**src/rtl/mem_arbiter.sv**
```systemverilog
// rtl/mem_arbiter.sv - round-robin arbiter funnelling per-core icache/dcache traffic onto one RAM port
module mem_arbiter #(
  parameter int CPUS   = 2,
  parameter int ADDR_W = 32,
  parameter int DATA_W = 32
) (
  input  logic                         CLK,
  input  logic                         nRST,
  input  logic [CPUS-1:0]              iREN,
  input  logic [CPUS-1:0][ADDR_W-1:0]  iaddr,
  input  logic [CPUS-1:0]              dREN,
  input  logic [CPUS-1:0]              dWEN,
  input  logic [CPUS-1:0][ADDR_W-1:0]  daddr,
  input  logic [CPUS-1:0][DATA_W-1:0]  dstore,
  output logic [CPUS-1:0]              iwait,
  output logic [CPUS-1:0]              dwait,
  output logic [CPUS-1:0][DATA_W-1:0]  iload,
  output logic [CPUS-1:0][DATA_W-1:0]  dload,
  output logic                         ramREN,
  output logic                         ramWEN,
  output logic [ADDR_W-1:0]            ramaddr,
  output logic [DATA_W-1:0]            ramstore,
  input  logic [DATA_W-1:0]            ramload,
  input  logic [1:0]                   ramstate
);

  localparam int PTR_W = (CPUS > 1) ? $clog2(CPUS) : 1;
  localparam logic [1:0] RS_ACCESS = 2'd2;

  typedef enum logic {IDLE = 1'b0, SERVE = 1'b1} state_t;

  state_t           state, state_nxt;
  logic [PTR_W-1:0] rr_ptr;
  logic [PTR_W-1:0] gcore;     // granted core
  logic             gtype;     // granted type: 1 = D, 0 = I
  logic [PTR_W-1:0] arb_core;
  logic             arb_type;
  logic             arb_valid;
  logic [CPUS-1:0]  dreq;
  logic             greq;
  logic             done;
  logic [PTR_W:0]   ptr_sum;
  logic [PTR_W-1:0] ptr_inc;

  // A write wins when both dREN and dWEN are set, so D qualification is just the OR.
  assign dreq = dREN | dWEN;

  // Live request of the granted source; dropping it before ACCESS aborts the grant.
  assign greq = gtype ? dreq[gcore] : iREN[gcore];
  assign done = (state == SERVE) && greq && (ramstate == RS_ACCESS);

  // Pointer moves past the served core so each core is served at most once per round.
  assign ptr_sum = {1'b0, gcore} + (PTR_W+1)'(1);
  assign ptr_inc = (ptr_sum >= (PTR_W+1)'(CPUS)) ? '0 : ptr_sum[PTR_W-1:0];

  // Round-robin scan from rr_ptr; within a core the D source beats the I source.
  always_comb begin
    logic [PTR_W:0]   sum;
    logic [PTR_W-1:0] idx;
    arb_valid = 1'b0;
    arb_core  = '0;
    arb_type  = 1'b0;
    sum       = '0;
    idx       = '0;
    for (int i = 0; i < CPUS; i++) begin
      sum = {1'b0, rr_ptr} + (PTR_W+1)'(i);
      if (sum >= (PTR_W+1)'(CPUS)) sum = sum - (PTR_W+1)'(CPUS);
      idx = sum[PTR_W-1:0];
      if (!arb_valid && (dreq[idx] || iREN[idx])) begin
        arb_valid = 1'b1;
        arb_core  = idx;
        arb_type  = dreq[idx];
      end
    end
  end

  // State register, grant capture and round-robin pointer.
  always_ff @(posedge CLK or negedge nRST) begin
    if (!nRST) begin
      state  <= IDLE;
      rr_ptr <= '0;
      gcore  <= '0;
      gtype  <= 1'b0;
    end else begin
      state <= state_nxt;
      if (state == IDLE && arb_valid) begin
        gcore <= arb_core;
        gtype <= arb_type;
      end
      if (done) rr_ptr <= ptr_inc;
    end
  end

  // Next state: grant from IDLE, leave SERVE on completion or abort.
  always_comb begin
    state_nxt = state;
    case (state)
      IDLE:    if (arb_valid) state_nxt = SERVE;
      SERVE:   if (!greq || done) state_nxt = IDLE;
      default: state_nxt = IDLE;
    endcase
  end

  // Outputs: RAM port follows the granted source's live inputs; one-cycle wait-low on completion.
  always_comb begin
    iwait    = '1;
    dwait    = '1;
    iload    = '0;
    dload    = '0;
    ramREN   = 1'b0;
    ramWEN   = 1'b0;
    ramaddr  = '0;
    ramstore = '0;
    if (state == SERVE) begin
      if (gtype) begin
        ramaddr  = daddr[gcore];
        ramstore = dstore[gcore];
        ramWEN   = dWEN[gcore];
        ramREN   = dREN[gcore] & ~dWEN[gcore];
      end else begin
        ramaddr  = iaddr[gcore];
        ramREN   = iREN[gcore];
      end
      if (done) begin
        if (gtype) begin
          dwait[gcore] = 1'b0;
          if (!dWEN[gcore]) dload[gcore] = ramload;
        end else begin
          iwait[gcore] = 1'b0;
          iload[gcore] = ramload;
        end
      end
    end
  end

endmodule

```
**config.mk**
```make
export PLATFORM = sky130hd
export DESIGN_NAME = mem_arbiter
export DESIGN_NICKNAME = d
export VERILOG_FILES = /design/src/rtl/mem_arbiter.sv
export SDC_FILE = /design/constraint.sdc
export NUM_CORES = 1
export LEC_CHECK = 0
export CAP_MARGIN = 40
export CORE_AREA = 2 2 170 172
export CTS_BUF_LIST = sky130_fd_sc_hd__clkbuf_4 sky130_fd_sc_hd__clkbuf_8
export CTS_CLUSTER_DIAMETER = 200
export DETAILED_ROUTE_END_ITERATION = 10
export DIE_AREA = 0 0 172 174
export REMOVE_ABC_BUFFERS = 1
export SYNTH_ARGS = -nofsm -noshare
export SYNTH_HDL_FRONTEND = slang
export SYNTH_SLANG_ARGS = --single-unit
```
**constraint.sdc**
```tcl
create_clock -name CLK -period 3.21 [get_ports CLK]
set_input_delay 0.321 -clock CLK [delete_from_list [all_inputs] [get_ports CLK]]
set_output_delay 0.321 -clock CLK [all_outputs]
set_load 0.03 [all_outputs]
```
==> flow_metrics.py <==
metrics = {
    "placed_design": {
        "gp_congestion": 0.8399,
        "dp_slack_ps": 446.6,
        "place_hpwl_um": 14420,
        "io_buffers": 431,
    },
    "timing": {
        "slew_headroom": 0.6991,
        "setup_viol": 0,
        "fin_skew_ps": 4.166,
        "slew_violations": 0,
        "period_share": 0.8411,
        "period_minus_slack_ps": 2700,
        "rsz0062_at_grt": "no",
        "hold_viol": 0,
        "worst_pin_slew_ps": 451.3,
        "max_freq_mhz": 370.4,
        "fin_ws_ps": 510.0,
    },
    "floorplanning": {
        "fp.dieW_um": 172,
        "core_um2": 28240,
        "die_y_um": 174,
        "fp-row-count": 62,
        "start_util": 0.09890,
        "die-area_um2": 29930,
        "pin_count": 432,
    },
    "logic_synthesis": {
        "synth_cells": 341,
        "muxShareOfSynthArea": 0.3804,
        "synth_area_leaders": "and2_1 (36%), mux4_2 (26%), mux2i_1 (12%), nor2_1 (5.2%), buf_6 (4.4%)",
        "synth_top_area_share": 0.3584,
        "ys_ff_latch": 4,
        "synthSimpleGateAreaFrac": 0.4592,
        "synth.avg_cell_area_um2": 8.190,
        "synth_area_um2": 2793,
        "synth_compound_area_frac": 0.03853,
        "synthXorXnorAreaFrac": 0,
        "yosysSeqAreaShare": 0.03584,
        "synthAdderAreaFrac": 0,
        "synth_top_family_by_area": "simple AND/OR/NAND/NOR gates",
        "yosysTopAreaCell": "and2_1",
        "ys_warn_count": 0,
        "synth_cell_types": 32,
    },
    "critical_path": {
        "r2r-start": "state",
        "start_kind": "flop",
        "r2r_slack_ps": 1700,
        "r2r_cells": 3,
        "arrival_ps": 2380,
        "crit_fanout": 18,
        "required_ps": 2890,
        "reg2reg_to": "gtype",
        "critPathBufInv": 2,
        "end_kind": "output pin",
        "crit_slowest_cell": "dfrtp_4",
        "cp_top_family": "buffers and inverters",
        "worstSetupPathType": "reg2out",
        "critPathMaxStageDelay_ps": 600,
        "path_cells": "buf_12, mux4_2, and2_1, clkdlybuf4s50_1",
    },
    "clock_tree": {
        "clkLatencyLatePin_ps": 220,
        "htree_levels": 1,
        "cts-resized-gates": 0,
        "postCtsHoldBufs": 0,
        "cts_setup_buffers": 0,
        "numCtsBuffers": 3,
        "cts_buffer_depth": 2,
        "clock-sinks": 4,
        "cts_tree": "yes",
        "clock-root-buffer": "clkbuf_8",
        "clkTransAtPathRegs_ps": 30,
    },
    "grt": {
        "grt_pass1_vias": 4069,
        "grt_pass1_wl_um": 23900,
        "grtUsageTotal": 0.1039,
        "grt_remaining_overflow": 0,
        "antenna_found_initial": 2,
        "grt_max_degree": 34,
    },
    "cells_and_area": {
        "area_growth_pct": 155.4,
        "layout_commonest_cell": "clkdlybuf4s50_1",
        "final_layout_size_suffix_gt1_frac": 0.2874,
        "nets": 990,
        "final_util": 0.2526,
        "final_cell_mix": "clkdlybuf4s50_1 (270), buf_4 (171), and2_1 (160)",
    },
    "power": {
        "leakagePower_nw": 3.079,
        "power_density_nw_per_um2": 552.6,
        "vdd.ir_drop.worst_uv": 286.7,
    },
    "drt": {
        "ant_nets": 0,
        "routedWlPerCell_um": 14.96,
        "first_iter_violations": 142,
        "finalWirelength_um": 17050,
        "drc": 0,
        "routed_via_density": 3.601,
        "dr_total_vias": 4105,
        "dr.pass1.iters": 4,
    },
    "min_path": {
        "holdCritPathClass": "in2async",
    },
    "outcome": {
        "run_status": "completed",
    },
    "job": {
        "cap_violations": 0,
    },
}
==> sequential cells by signal (all words and copies together), names as in the netlist <==
| name | cells |
|---|---|
| gcore | 1 |
| gtype | 1 |
| rr_ptr | 1 |
| state | 1 |
==> per-stage QoR <==
step | hold WS, ps | area, um2 | setup TNS [ps] | cells | power [mW]
global placement | 538.0 | 7082 | 0 | 1135 | 3.875
floorplan | 25.41 | 2567 | -128850 | 308 | 2.385
global route | 324.6 | 7133 | 0 | 1140 | 4.185
detailed placement | 542.1 | 7082 | 0 | 1135 | 3.873
finish | 303.7 | 7133 | 0 | 1140 | 3.942
CTS | 307.7 | 7131 | 0 | 1139 | 4.008
==> cells in the mapped netlist, drive strengths merged <==
cell	instances
nand2b	1
nor4b	1
dfrtp	4
nor3	2
nor3b	1
mux2i	33
a31oi	2
o21bai	2
nor2b	1
nand3	1
a211oi	1
inv	4
a21oi	4
and2	160
or3	1
clkbuf	9
mux4	32
nor2	39
o31ai	1
o21ai	4
o2bb2ai	1
a32oi	1
nand2	7
and3b	1
a21o	1
nand3b	1
buf	24
and3	1
mux2	1
==> worst max path at each step <==
| stage | start | endpoint | slack, ps | depth (start not counted) |
|---|---|---|---|---|
| detailed placement | ramstate[1] | iwait[1] | 450 | 6 |
| floorplan | gcore | dload[32] | -1180 | 3 |
| finish | gcore | ramaddr[1] | 510 | 4 |
| global route | ramstate[1] | iload[49] | 280 | 7 |
| global placement | ramstate[1] | iwait[1] | 480 | 6 |
| CTS | ramstate[1] | iwait[1] | 440 | 6 |
==> layout make-up <==
cell class | instances | area (um2)
diodes | 1 | 2.502
clock buffers | 4 | 48.80
fillers | 3093 | 21100
inverters | 4 | 15.01
multi-input cells | 300 | 2455
flip-flops and latches | 4 | 105.1
well taps | 384 | 480.5
repair buffers | 443 | 4026
==> report_power, final <==
part	switching, mW	internal, mW
clock	0.0272	0.0933
sequential	0.0992	0.0809
combinational	1.95	1.69
==> kinds of logic after synthesis <==
family	Yosys count
simple gates	217
mux	66
buf+inv	37
compound gates	17
flops	4
==> per-layer routing <==
layer,up-vias,GRT usage,share of wire
li1,1984,-,-
met1,1915,0.1181,0.38
met2,198,0.1963,0.52
met3,6,0.02345,0.088
met4,2,0.01996,0.010
met5,-,0,0.00076
Power figures use the tool's default switching activity.
